==> src/rtl/audio_pkg.sv <==
// Shared definitions for the audio player: FSM encoding, audio_data field layout
// and the chromatic half-period table (24 MHz clock, index 1 = A4).
package audio_pkg;

    localparam logic [1:0] ENC_IDLE = 2'd0;
    localparam logic [1:0] ENC_PLAY = 2'd1;
    localparam logic [1:0] ENC_DONE = 2'd2;

    typedef enum logic [1:0] {
        ST_IDLE = ENC_IDLE,
        ST_PLAY = ENC_PLAY,
        ST_DONE = ENC_DONE
    } state_t;

    localparam int NOTE_MSB = 7;
    localparam int NOTE_LSB = 4;
    localparam int DUR_MSB  = 3;
    localparam int DUR_LSB  = 0;

    // Half-period in clock cycles: round(12e6 / (440 * 2^((i-1)/12))); index 0 is a rest.
    localparam logic [15:0] NOTE_HALF [0:15] = '{
        16'd0,     16'd27273, 16'd25742, 16'd24297,
        16'd22934, 16'd21646, 16'd20431, 16'd19285,
        16'd18202, 16'd17181, 16'd16216, 16'd15306,
        16'd14447, 16'd13636, 16'd12871, 16'd12149
    };

endpackage

==> src/rtl/audio_note_rom.sv <==
// Combinational lookup of a note index into its tone half-period in clock cycles.
module audio_note_rom
    import audio_pkg::*;
#(
    parameter int HALF_W = 16
) (
    input  logic [3:0]        i_index,
    output logic [HALF_W-1:0] o_half
);

    assign o_half = HALF_W'(NOTE_HALF[i_index]);

endmodule

==> src/rtl/audio_player.sv <==
// Audio handshake responder: plays the latched note/duration byte as a square wave
// and pulses o_continue when it ends. Optional AUDIO_MUTE_EN adds a 'mute' input.
module audio_player
    import audio_pkg::*;
#(
    parameter int TICK_CYCLES = 1_200_000,
    parameter int HALF_W      = 16,
    parameter int TICK_W      = 21
) (
    input  logic       clk,
    input  logic       reset,
    input  logic       audioreg,
    input  logic       audioact,
    input  logic [7:0] audio_data,
`ifdef AUDIO_MUTE_EN
    input  logic       mute,
`endif
    // The completion pulse is named o_continue because 'continue' is a reserved word.
    output logic       o_continue,
    output logic       speaker
);

    localparam logic [TICK_W-1:0] TICK_LAST = TICK_W'(TICK_CYCLES - 1);

    state_t              r_state;
    logic [7:0]          r_note;
    logic [HALF_W-1:0]   r_half;
    logic [3:0]          r_dur;
    logic [TICK_W-1:0]   r_tick;
    logic [HALF_W-1:0]   r_tone;
    logic                r_rest;
    logic                r_speaker;
    logic                r_continue;

    state_t              w_state_next;
    logic [7:0]          w_note_next;
    logic [HALF_W-1:0]   w_half_next;
    logic [3:0]          w_dur_next;
    logic [TICK_W-1:0]   w_tick_next;
    logic [HALF_W-1:0]   w_tone_next;
    logic                w_rest_next;
    logic                w_speaker_next;
    logic                w_continue_next;

    logic [HALF_W-1:0]   w_rom_half;
    logic                w_mute;

`ifdef AUDIO_MUTE_EN
    assign w_mute = mute;
`else
    assign w_mute = 1'b0;
`endif

    audio_note_rom #(
        .HALF_W (HALF_W)
    ) u_note_rom (
        .i_index (r_note[NOTE_MSB:NOTE_LSB]),
        .o_half  (w_rom_half)
    );

    always_comb begin
        // NOTE: every next-state signal gets a default first so no path infers a latch.
        w_state_next    = r_state;
        w_note_next     = r_note;
        w_half_next     = r_half;
        w_dur_next      = r_dur;
        w_tick_next     = r_tick;
        w_tone_next     = r_tone;
        w_rest_next     = r_rest;
        w_speaker_next  = r_speaker;
        w_continue_next = 1'b0;

        case (r_state)
            ST_IDLE: begin
                w_speaker_next = 1'b0;
                if (audioreg) begin
                    w_note_next = audio_data;
                end
                // A simultaneous load only affects the next request; this one uses r_note.
                if (audioact) begin
                    w_half_next = w_rom_half;
                    w_dur_next  = r_note[DUR_MSB:DUR_LSB];
                    w_tick_next = '0;
                    w_tone_next = w_rom_half;
                    w_rest_next = (r_note[NOTE_MSB:NOTE_LSB] == 4'd0);
                    if (r_note[DUR_MSB:DUR_LSB] == 4'd0) begin
                        w_state_next    = ST_DONE;
                        w_continue_next = 1'b1;
                    end else begin
                        w_state_next = ST_PLAY;
                    end
                end
            end

            ST_PLAY: begin
                if (!audioact) begin
                    w_state_next   = ST_IDLE;
                    w_speaker_next = 1'b0;
                end else begin
                    if (r_tick == TICK_LAST) begin
                        w_tick_next = '0;
                        w_dur_next  = r_dur - 4'd1;
                        if (r_dur == 4'd1) begin
                            w_state_next    = ST_DONE;
                            w_continue_next = 1'b1;
                        end
                    end else begin
                        w_tick_next = r_tick + 1'b1;
                    end

                    if (r_tone == HALF_W'(1)) begin
                        w_tone_next    = r_half;
                        w_speaker_next = r_rest ? 1'b0 : ~r_speaker;
                    end else begin
                        w_tone_next = r_tone - 1'b1;
                    end

                    if (w_mute) begin
                        w_speaker_next = 1'b0;
                    end
                end
            end

            ST_DONE: begin
                w_speaker_next = 1'b0;
                w_state_next   = ST_IDLE;
            end

            default: begin
                w_state_next   = ST_IDLE;
                w_speaker_next = 1'b0;
            end
        endcase
    end

    // NOTE: sequential state uses non-blocking assignments so all flops update together.
    always_ff @(posedge clk or posedge reset) begin
        if (reset) begin
            r_state    <= ST_IDLE;
            r_note     <= '0;
            r_half     <= '0;
            r_dur      <= '0;
            r_tick     <= '0;
            r_tone     <= '0;
            r_rest     <= 1'b0;
            r_speaker  <= 1'b0;
            r_continue <= 1'b0;
        end else begin
            r_state    <= w_state_next;
            r_note     <= w_note_next;
            r_half     <= w_half_next;
            r_dur      <= w_dur_next;
            r_tick     <= w_tick_next;
            r_tone     <= w_tone_next;
            r_rest     <= w_rest_next;
            r_speaker  <= w_speaker_next;
            r_continue <= w_continue_next;
        end
    end

    assign o_continue = r_continue;
    assign speaker    = r_speaker;

endmodule
==> config.mk <==
export PLATFORM = sky130hd
export DESIGN_NAME = audio_player
export DESIGN_NICKNAME = d
export VERILOG_FILES = /design/src/rtl/audio_pkg.sv /design/src/rtl/audio_note_rom.sv /design/src/rtl/audio_player.sv
export SDC_FILE = /design/constraint.sdc
export NUM_CORES = 1
export LEC_CHECK = 0
export ABC_AREA = 1
export ABC_CLOCK_PERIOD_IN_PS = 2500
export BUFFER_PORTS_ARGS = -buffer_cell sky130_fd_sc_hd__buf_2
export CAP_MARGIN = 5
export CELL_PAD_IN_SITES_DETAIL_PLACEMENT = 0
export CELL_PAD_IN_SITES_GLOBAL_PLACEMENT = 2
export CORE_ASPECT_RATIO = 0.6
export CORE_MARGIN = 8
export CORE_UTILIZATION = 30
export CTS_BUF_LIST = sky130_fd_sc_hd__clkbuf_16
export DETAILED_ROUTE_END_ITERATION = 10
export PLACE_DENSITY = 0.7
export REMOVE_ABC_BUFFERS = 1
export SYNTH_ARGS = -nofsm -noshare
export SYNTH_HDL_FRONTEND = slang
export SYNTH_SLANG_ARGS = --single-unit
==> constraint.sdc <==
create_clock -name clk -period 2.5 [get_ports clk]
set_input_delay 0.125 -clock clk [delete_from_list [all_inputs] [get_ports clk]]
set_output_delay 0.125 -clock clk [all_outputs]
set_load 0.03 [all_outputs]
Word level (Yosys, flattened, before mapping)
Memory sizes are Yosys's and may differ from the RTL's.
Cells that the tools add are included.
- flip-flop bits (word level): 70
- bits in latches: 0
- RAM bits: 0
- bits in read-only memories: 256
- input port bits: 12
- output and inout bits: 2
- word-level logic and storage cells: 65
- memories: 1
- memory list (memory ; depth ; width ; rd ports ; clocked after memory_dff ; write ports ; line ; text):
    (name not given) ; 16 ; 16 ; 1 ; 0 ; 0 ; audio_note_rom.sv:11 ; assign o_half = HALF_W'(NOTE_HALF[i_index]);
- add/subtract/negate cells: 3
- multipliers: 0
- divide/modulo/power cells: 0
- order comparisons: 1
- equal/unequal tests: 10
- shift-type cells: 0
- multiplexer cells: 30
- bitwise operators: 2
- reductions and logical operators: 9
- operator list (cell ; number):
    $mux 16 ; 5
    $mux 21 ; 3
    $pmux 21 s2 ; 1
    $pmux 16 s2 ; 1
    $add 21x1->21 const B ; 1
    $eq 21x21->1 const B ; 1
    $eq 16x1->1 const B ; 1
    $sub 16x1->16 const B ; 1
    $mux 4 ; 3
    $mux 2 ; 5
    $mux 1 ; 9
    $ne 3x3->1 const B ; 3
    $logic_not 4->1 ; 2
    $pmux 4 s2 ; 1
    $ne 2x2->1 const B ; 3
    $reduce_and 3->1 ; 2
    $ge 5x5->1 const B ; 1
    $not 4->5 ; 1
    $eq 4x1->1 const B ; 1
    $pmux 2 s2 ; 1
    $reduce_and 2->1 ; 2
    $reduce_and 4->1 ; 1
    $sub 4x1->4 const B ; 1
    $eq 2x1->1 const B ; 1
    4 further kinds ; 4

Depth between registers and ports, before layout
Gate-level depths: netlist of the first run.
- depth after elaboration: 6
- depth in mapped cells: 10
- mapped depth without buffers: 10

By module
From an unflattened synthesis of the first run, not the netlist that was laid out.
- cell total of the unflattened synthesis: 651
- area total of the unflattened synthesis: 4649.5 µm²
- modules (own cells, without submodules) (module ; instances ; cells an instance ; area each (µm²) ; seq. area each (µm²)):
    audio_player ; 1 ; 571 ; 4237.8 ; 1751.7
    audio_note_rom ; 1 ; 80 ; 411.6 ; 0.0

Least setup slack after synthesis of the first run
No wires, ideal clock.
- path type: reg-to-reg
- from: reg r_tick[0]
- to: reg r_tick[11]
- setup time: 0.119 ns
- arrival: 1.467 ns
- data required time: 2.381 ns
- path slack: 0.914 ns
- cell stages (with the launch flop): 10
- path buffers: 1
- clock period less this slack: 1.586 ns
- path through: dfrtp_1 ha_1 inv_2 nor2_2 nand2_2 nor2_4 nand3_4 a21oi_4 buf_6 nor2_2
- cells in the longest elaborated chain, start to end: 4
- elaborated cells on any way between the ends: 5
- those cells by class: 1 x add/sub; 1 x eq/ne; 3 x mux
- RTL lines (element ; line ; text):
    from (decl) ; audio_player.sv:29 ; logic [TICK_W-1:0] r_tick;
    from (signal assigned) ; audio_player.sv:153 ; r_tick <= w_tick_next;
    $add 21x1->21 / $eq 21x21->1 (equally long branches) ; audio_player.sv:108, audio_player.sv:100 ;
    $mux 21 * ; audio_player.sv:100 ; if (r_tick == TICK_LAST) begin
    $mux 21 * ; audio_player.sv:96 ; if (!audioact) begin
    $pmux 21 s2 * ; audio_player.sv:73 ; case (r_state)
Mark *: on every way between the ends. The rest lies on a longest branch, timed or not. The select of a mux whose other input is x is not followed.
A chain may end at the register's enable or synchronous reset.

Worst setup path after layout of the first run
- from: reg r_tick[0]
- to: reg r_dur[0]
- cells in the longest elaborated chain, start to end: 3
- RTL lines (element ; line ; text):
    $eq 21x21->1 ; audio_player.sv:100 ;
    $ne 2x2->1 (no line) ; -- ;
    $reduce_and 4->1 (no line) ; -- ;
    to (signal assigned) ; audio_player.sv:152 ; r_dur <= w_dur_next;
    to (decl) ; audio_player.sv:28 ; logic [3:0] r_dur;
Every way passes these cells.

==> impl_metrics.yaml, run 1 <==
logic_synthesis:
  synthXorXnorAreaFrac_pct: 1.56
  yosys-mux-area-fraction_pct: 0.754
  syn_area_sq_um: 4480
  yosysWarnings: 0
  synthCells: 638
  synth_edf_count: 0
  synth-main-ff-cell: "dfrtp_1"
  synth_cell_types: 37
  yosysMostFrequentCell: "nand2_1"
  synthTopCellsByCount: "nand2_1 (169), inv_1 (79), dfrtp_1 (69), nor2_1 (65), nand3_1 (59)"
  synth_top_area_share_pct: 38.5
  synth_seq_cells: 69
  synth-simple-area-share_pct: 35.4
  synthArstFlopShare_pct: 100
  yosys-top-cells-area: "dfrtp_1 (39%), nand2_1 (14%), inv_1 (6.6%)"
  synthAdderAreaFrac_pct: 3.63
  ys_seq_area_share_pct: 38.5
  synth_top_family_by_area: "simple AND/OR/NAND/NOR gates"
  avgSynthCellArea_sq_um: 7.02
  synth_compound_area_share_pct: 10.6
  yosysTopAreaCell: "dfrtp_1"
worst_setup_path:
  critPathRequiredTime_ns: 2.78
  cp-end-kind: "register"
  worstSetupPathType: "reg -> reg"
  crit_fanout: 15
  cp-start-kind: "register"
  cp.arrival_ns: 2.29
finish:
  area_growth_pct: 13.0
  multiInputGateArea_sq_um: 2330
  post-route-util_pct: 34.8
  nets: 678
  diodes: 0
  seq_area_sq_um: 1730
  fill_cells: 1600
  finalNonFillerCells: 856
  drive_above_1_share_pct: 12.3
clock_network:
  clk_latency_ns: 0.34
  h-tree-depth: 3
  tritoncts: "built"
  root_buffer: "clkbuf_16"
  postCtsSetupBuffers: 0
  cts_buffer_depth: 2
  clkTransAtPathRegs_ns: 0.06
  cts_num_sinks: 69
  cts_buffers: 9
sta:
  setup_viol_count_final: 0
  timing.fmax_ghz: 0.497
  clock_skew_ns: 0.00932
  final-hold-violation-count: 0
  fin_setup_tns_ns: 0
  worst_slack_ns: 0.489
  finalCritPeriodShare_pct: 80.4
  rsz0062_at_grt: "false"
  drv_slew: 0
  worst_pin_slew_ns: 0.602
  post-route-min-period_ns: 2.01
  relSlewSlack_pct: 59.8
die:
  fp.dieW_microns: 174
  die_height_microns: 111
  dieArea_sq_um: 19200
  initial_core_util_pct: 30.8
  coreArea_sq_um: 14500
  io_pins: 14
  rows: 34
job:
  cap_violations: 0
route:
  drt.antenna.violating_nets: 0
  post-route-drc-count: 0
  routed_wl_mm: 13.9
  drt_iter0_markers: 395
  dr.pass1.iters: 5
  vias_per_cell: 4.90
  routedWlPerCell_microns: 16.3
  via_count: 4195
placed_design:
  hpwl_mm: 10.6
  place_ws_ns: 0.502
  gp_congestion: 0.802
  dp.cells: 839
  io_buffers: 13
pwr:
  power_density_nw_per_um2: 1120
  p_seq_share_pct: 33.9
  switching_share_pct: 46.1
  internal_power_mw: 3.04
  p_sw_mw: 2.60
  p_comb_share_pct: 42.5
  fin_total_pwr_mw: 5.64
  clkPwrFrac_pct: 23.6
  ir_drop_mv: 0.532
  leakage_nw: 2.39
global_routing:
  antenna_found_initial: 0
  grt_max_degree: 28
  grtUsageTotal_pct: 14.9
  overflow: 0
  grt_pass1_vias: 3833
  grt_first_pass_wirelength_mm: 22.6
outcome:
  status: "finished clean"
hold_path:
  hp-class: "in -> reg"
-- power groups by stage --
stage / clock (mW) / combinational (mW) / sequential, mW
floorplan: 0 / 1.69 / 1.80
global placement: 0 / 2.40 / 1.92
detailed placement: 0 / 2.38 / 1.93
CTS: 1.35 / 2.40 / 1.91
global route: 1.41 / 2.74 / 1.97
finish: 1.33 / 2.40 / 1.91
-- layout by cell type (no fill, tap or decap), types with 2 or more instances in the layout --
| master | count |
|---|---|
| nor2_1 | 64 |
| nor2_4 | 5 |
| o21ai_0 | 35 |
| xor2_1 | 5 |
| nand2_2 | 3 |
| ha_1 | 13 |
| a21oi_1 | 33 |
| clkinv_4 | 2 |
| nand3b_1 | 5 |
| nand2_1 | 169 |
| xnor2_1 | 3 |
| nand3_1 | 59 |
| a31oi_1 | 2 |
| nand4_1 | 15 |
| mux2_2 | 3 |
| buf_2 | 13 |
| nor3_1 | 6 |
| inv_2 | 11 |
| inv_1 | 78 |
| buf_4 | 7 |
| o21ai_1 | 12 |
| clkinvlp_4 | 2 |
| o31ai_1 | 2 |
| nor2_2 | 18 |
| dfrtp_1 | 69 |
| clkbuf_16 | 9 |
-- per-stage QoR --
step / hold slack (ns) / instance area (sq um)
2_1_floorplan: 0.276 / 4380
3_3_place_gp: 0.206 / 4750
3_5_place_dp: 0.212 / 4750
4_1_cts: 0.00147 / 5060
5_1_grt: 0.00763 / 5060
6_report: 0.0126 / 5060
-- timing repair --
action	in CTS	in global routing
hold endpoints to repair	21	0
endpoints found under the setup margin	0	0
hold buffers	1	0
gates resized for setup	0	0
-- logic make-up after synthesis --
group | after synthesis
AOI/OAI and AO/OA | 89
xor gates and xnor gates | 8
adders and majority gates | 13
buffers and inverters | 106
DFF | 69
muxes | 3
and+or+nand+nor | 350
-- path summary, 6_finish.rpt --
check / to / cells after the start / slack [ns] / start
setup / recovery: r_dur[0]$_DFFE_PP0P_ / 9 / 0.49 / r_tick[0]$_DFFE_PP0P_
hold / removal: r_note[0]$_DFFE_PP0P_ / 2 / 0.01 / audio_data[0]
setup reg to reg: r_dur[0]$_DFFE_PP0P_ / 9 / 0.49 / r_tick[0]$_DFFE_PP0P_
hold reg to reg: r_half[6]$_DFFE_PP0P_ / 2 / 0.49 / r_half[6]$_DFFE_PP0P_
max in group asynchronous: o_continue$_DFF_PP0_ / 4 / 1.34 / reset
min in group asynchronous: r_tone[15]$_DFFE_PP0P_ / 3 / 0.37 / reset
-- sequential cells by signal (all words and copies together) (netlist names) --
signal	count
o_continue	1
r_rest	1
r_half	15
r_note	8
r_dur	4
r_tick	21
r_state	2
speaker	1
r_tone	16
-- worst max-delay path, cell delays in order (launching register included) --
cell	delay, ns
dfrtp_1	0.39
ha_1	0.28
inv_2	0.08
nor2_2	0.13
nand2_2	0.08
nor2_4	0.15
nand3_4	0.11
a21oi_4	0.52
nand2_1	0.12
nand2_1	0.08
-- cell type report --
cell class              count  area share, %
multi-input cells         463           45.9
well taps                 198           4.89
clock inverters             7           1.48
flip-flops and latches     69           34.1
inverters                  89           6.60
clock buffers               9           4.45
repair buffers             21           2.52
-- layer usage --
metal	vias up	track usage (%)	share of wire [%]
met5	-	0	0
met1	2035	25.5	60
li1	2068	-	-
met2	81	17.0	34
met3	11	3.47	4.5
met4	0	3.06	0.80
No activity file was read; power rests on OpenSTA's default activity.
==> inputs of run 2 (changes only) <==
ABC_AREA = 0   (was 1)
ABC_CLOCK_PERIOD_IN_PS = 1900   (was 2500)
PLACE_DENSITY = 0.65   (was 0.7)
clock period = 1.9 ns   (was 2.5 ns; I/O delays follow)
==> impl_metrics.yaml, run 2 <==
job:
  cap_violations: 0
route:
  met1_length_mm: 6.51
  post-route-drc-count: 0
  dr_wl_met3_microns: 471
  top_layer_used: "met4"
  dr.pass1.iters: 4
  vias_per_cell: 4.93
  via_count: 3387
  routedWlPerCell_microns: 16.3
  drt_iter0_markers: 202
  drt.antenna.violating_nets: 0
  routed_wl_mm: 11.2
  wl_met2_mm: 4.17
clock_network:
  cts_buffers: 9
  clkTransAtPathRegs_ns: 0.06
  clk_latency_ns: 0.34
  cts_buffer_depth: 2
  h-tree-depth: 3
  tritoncts: "built"
  cts_num_sinks: 69
  root_buffer: "clkbuf_16"
sta:
  relSlewSlack_pct: 61.7
  worst_pin_slew_ns: 0.568
  rsz0062_at_grt: "true"
  post-route-min-period_ns: 1.82
  clock_skew_ns: 0.00638
  finalCritPeriodShare_pct: 95.9
  timing.fmax_ghz: 0.549
  setup_viol_count_final: 0
  drv_slew: 0
  fin_setup_tns_ns: 0
  worst_slack_ns: 0.0770
  final-hold-violation-count: 0
worst_setup_path:
  cp-end-kind: "register"
  cp.arrival_ns: 2.04
  worstSetupPathType: "reg -> reg"
  cp-start-kind: "register"
  crit_fanout: 10
  critPathRequiredTime_ns: 2.12
finish:
  fill_cells: 1279
  area_growth_pct: 29.4
  largest_registers: "r_tick: 21 flops, r_tone: 16 flops, r_half: 15 flops"
  drive_above_1_share_pct: 25.0
  layout_common_cells: "dfrtp_1 (68), buf_4 (65), nand2_1 (59)"
  layout_commonest_cell: "dfrtp_1"
  post-route-util_pct: 39.8
  diodes: 0
  nets: 538
  top_register: "r_tick"
  largest_reg_flops: 21
placed_design:
  gp_congestion: 0.746
  io_buffers: 13
  hpwl_mm: 7.93
  place_ws_ns: -0.0225
pwr:
  leakage_nw: 2.34
  ir_drop_mv: 0.467
  power_density_nw_per_um2: 1040
global_routing:
  grt_max_degree: 70
  grtUsageTotal_pct: 13.6
  antenna_found_initial: 0
  grt_first_pass_wirelength_mm: 18.5
  overflow: 0
  grt_pass1_vias: 3352
logic_synthesis:
  synth-main-ff-cell: "dfrtp_1"
  synth_edf_count: 0
  yosysWarnings: 0
  yosysTopAreaCell: "dfrtp_1"
  syn_area_sq_um: 3950
  synth_cell_types: 61
  avgSynthCellArea_sq_um: 9.13
  ys_seq_area_share_pct: 43.7
  synthArstFlopShare_pct: 100
  synthTopCellsByCount: "dfrtp_1 (69), nand2_1 (60), nor2_1 (45), o21ai_0 (35), a21oi_1 (20)"
  yosysMostFrequentCell: "dfrtp_1"
  yosys-top-cells-area: "dfrtp_1 (44%), nand2_1 (5.7%), o21ai_0 (4.4%)"
  synthCells: 433
  synth_seq_cells: 69
  synth_top_area_share_pct: 43.7
die:
  dieArea_sq_um: 17200
  coreArea_sq_um: 12900
  rows: 32
  die_height_microns: 105
  io_pins: 14
  initial_core_util_pct: 30.7
  fp.dieW_microns: 164
outcome:
  status: "finished clean"
hold_path:
  hp-class: "in -> reg"
==> run 2: metrics by stage <==
stage,cell area (sq um),hold WS [ns],cells,power [mW]
3_3_place_gp,4620,0.217,658,3.76
3_5_place_dp,4620,0.209,658,3.77
4_1_cts,4970,0.290,683,5.32
5_1_grt,5110,0.342,687,5.73
6_report,5110,0.299,687,5.34
2_1_floorplan,3850,0.212,411,3.05
==> run 2: layout make-up <==
type	count	area [sq um]	share of cell area (%)
Tap cell	170	213	4.16
Inverter	15	56.3	1.10
Sequential cell	69	1730	33.8
Clock inverter	6	31.3	0.612
Multi-Input combinational cell	328	2170	42.5
Clock buffer	9	225	4.41
Timing Repair Buffer	90	686	13.4
==> run 2: path summary, 6_finish.rpt <==
path                                        from                      to  slack, ns  cells past startpoint
min reg2reg                   r_rest$_DFFE_PP0P_      r_rest$_DFFE_PP0P_       0.47                      2
max                        r_tone[1]$_DFFE_PP0P_   r_tone[1]$_DFFE_PP0P_       0.08                      7
max in group asynchronous                  reset   r_note[6]$_DFFE_PP0P_       1.16                      4
min in group asynchronous                  reset   r_tick[4]$_DFFE_PP0P_       0.38                      4
max reg2reg                r_tone[1]$_DFFE_PP0P_   r_tone[1]$_DFFE_PP0P_       0.08                      7
min                                     audioact  r_tone[12]$_DFFE_PP0P_       0.30                      4
==> run 2: layer usage <==
layer,vias up,global-route usage (%)
met5,-,0
met4,0,4.07
met3,5,3.21
met2,65,16.4
met1,1610,22.3
li1,1707,-
==> run 2: cell families after synthesis <==
logic type      after synthesis  synth area share, %
flops                        69                 43.7
mux                           8                 2.18
simple gates                176                 23.3
compound gates              108                 17.8
fa+ha+maj                    13                 4.12
buf+inv                      37                 4.05
xor+xnor                     22                 4.88
==> run 2: critical path: stages (launching register included) <==
cell,delay [ns]
dfrtp_1,0.38
inv_1,0.08
ha_1,0.16
nor4b_2,0.18
buf_4,0.20
and4_4,0.31
o21ai_1,0.07
a221o_1,0.32
==> run 2: power by group <==
part | switching, mW | leakage [nW] | total (mW) | internal (mW)
Clock | 0.637 | 0.128 | 1.50 | 0.861
Sequential | 0.315 | 0.879 | 2.10 | 1.79
Combinational | 0.931 | 1.33 | 1.74 | 0.807
Total | 1.88 | 2.34 | 5.34 | 3.46
==> run 2: timing repair <==
action | 4_1_cts | 5_1_grt
hold buffers | 9 | 0
setup endpoints to repair | 2 | 22
gates resized for setup | 1 | 21
endpoints found under the hold margin | 77 | 0
setup buffers | 1 | 3
cloned | 0 | 1
pin swaps | 2 | 4
==> inputs of run 3 (changes only) <==
--- a/config.mk
+++ b/config.mk
@@ -18,3 +18,3 @@
 export DETAILED_ROUTE_END_ITERATION = 10
-export PLACE_DENSITY = 0.65
+export PLACE_DENSITY = 0.67
 export REMOVE_ABC_BUFFERS = 1
--- a/constraint.sdc
+++ b/constraint.sdc
@@ -3,2 +3,2 @@
 set_output_delay 0.095 -clock clk [all_outputs]
-set_load 0.03 [all_outputs]
+set_load 0.01 [all_outputs]
==> impl_metrics.yaml, run 3 (synthesized netlist as in run 2, its figures left out) <==
outcome:
  status: "finished clean"
route:
  dr.pass1.iters: 4
  routedWlPerCell_microns: 17.2
  vias_per_cell: 5.08
  drt_iter0_markers: 177
  routed_wl_mm: 11.9
  drt.antenna.violating_nets: 0
  post-route-drc-count: 0
  via_count: 3514
worst_setup_path:
  cpPeakStageDelay_ns: 0.39
  crit_buf_inv: 2
  rr_startpoint: "r_tone[1]$_DFFE_PP0P_"
  crit_path_end: "r_tone[3]$_DFFE_PP0P_"
  crit_fanout: 6
  cp.arrival_ns: 2.04
  worstSetupPathDepth: 7
  cp-start-kind: "register"
  timing.rr.end: "r_tone[3]$_DFFE_PP0P_"
  reg2reg_slack_ns: 0.09
  cp_cell_sequence: "inv_2, ha_1, nor4b_4, buf_4, nand4_2, a31o_1, a221oi_2"
  crit_path_start: "r_tone[1]$_DFFE_PP0P_"
  cpLargestDelayFamily: "compound AO/OA/AOI/OAI gates"
  slowest_stage: "dfrtp_1"
  ff2ff_path_depth: 7
  worstSetupPathType: "reg -> reg"
  critPathRequiredTime_ns: 2.14
  cp-end-kind: "register"
finish:
  area_growth_pct: 30.5
  diodes: 0
  nets: 543
  largest_registers: "r_tick: 21 flops, r_tone: 16 flops, r_half: 15 flops"
  largest_reg_flops: 21
  drive_above_1_share_pct: 25.7
  final_area_sq_um: 5150
  finalNonFillerCells: 692
  layout_common_cells: "buf_4 (69), dfrtp_1 (69), nand2_1 (59)"
  top_register: "r_tick"
placed_design:
  dp.cells: 658
  gp_congestion: 0.795
  place_ws_ns: 0.0282
  hpwl_mm: 8.32
  place_area_sq_um: 4620
  io_buffers: 13
sta:
  rsz0062_at_grt: "true"
  worst_pin_slew_ns: 0.622
  post-route-min-period_ns: 1.81
  worst_slack_ns: 0.0930
  relSlewSlack_pct: 58.1
  final-hold-violation-count: 0
  finalCritPeriodShare_pct: 95.1
  drv_slew: 0
  timing.fmax_ghz: 0.553
  clock_skew_ns: 0.00772
  fin_setup_tns_ns: 0
  worst_hold_slack_ns: 0.271
  setup_viol_count_final: 0
clock_network:
  tritoncts: "built"
  clkTransAtPathRegs_ns: 0.06
  cts_buffers: 9
  clk_latency_ns: 0.33
  cts_num_sinks: 69
  root_buffer: "clkbuf_16"
  cts_buffer_depth: 2
  h-tree-depth: 3
hold_path:
  worstHoldPathCells: 3
  hp-class: "in -> reg"
pwr:
  internal_power_mw: 3.48
  ir_drop_mv: 0.435
  leakage_nw: 2.36
  p_sw_mw: 1.90
  switching_share_pct: 35.3
  p_seq_share_pct: 39.6
  p_comb_share_pct: 33.2
  power_density_nw_per_um2: 1040
  clkPwrFrac_pct: 27.2
die:
  io_pins: 14
  dieArea_sq_um: 17200
  fp.dieW_microns: 164
  initial_core_util_pct: 30.7
  die_height_microns: 105
  rows: 32
  coreArea_sq_um: 12900
global_routing:
  grt_pass1_vias: 3495
  antenna_found_initial: 0
  overflow: 0
  grtUsageTotal_pct: 13.9
  grt_max_degree: 70
  grt_first_pass_wirelength_mm: 18.9
job:
  cap_violations: 0
-- run 3: cell type report --
type / count / area, sq um
multi-input cells: 328 / 2170
repair buffers: 95 / 736
flip-flops and latches: 69 / 1730
inverters: 15 / 56.3
clock buffers: 9 / 225
clock inverters: 6 / 25.0
well taps: 170 / 213
fillers: 1303 / 7700
-- run 3: worst min path at each step --
stage / startpoint / end
finish: audioact / r_tone[0]$_DFFE_PP0P_
CTS: audioact / r_tone[12]$_DFFE_PP0P_
detailed placement: reset / r_tone[15]$_DFFE_PP0P_
floorplan: audio_data[4] / r_note[4]$_DFFE_PP0P_
global placement: reset / r_tone[15]$_DFFE_PP0P_
global route: audioact / r_tone[4]$_DFFE_PP0P_
-- run 3: power groups by stage --
stage | logic (mW) | clock network, mW | registers, mW
after floorplan | 0.943 | 0 | 2.10
after detailed placement | 1.66 | 0 | 2.13
after CTS | 1.68 | 1.52 | 2.11
final | 1.78 | 1.47 | 2.13
after global routing | 2.00 | 1.58 | 2.17
after global placement | 1.65 | 0 | 2.12
-- run 3: routing by layer --
layer | part of all wire, % | wire (microns) | vias up | GRT usage, %
met4 | 0.56 | 67 | 0 | 2.71
met5 | 0 | 0 | - | 0
met2 | 38 | 4470 | 74 | 17.7
met1 | 57 | 6770 | 1714 | 22.3
met3 | 4.8 | 565 | 7 | 3.33
li1 | - | - | 1719 | -
-- run 3: stage by stage --
step / utilization [%] / total power, mW
global route: 40.1 / 5.75
CTS: 38.6 / 5.31
finish: 40.1 / 5.38
detailed placement: 35.9 / 3.79
floorplan: - / 3.05
global placement: 35.9 / 3.77
-- run 3: tightest hold or removal path, stage by stage --
cell and delay [ns]:
buf_2 0.15, nand2_2 0.17, o221ai_1 0.13
-- run 3: repair_timing --
action                     4_1_cts  5_1_grt
setup buffers                    0        8
hold buffers                     9        0
gates resized for setup          0       25
setup endpoints to repair        0       42
hold endpoints to repair        77        0
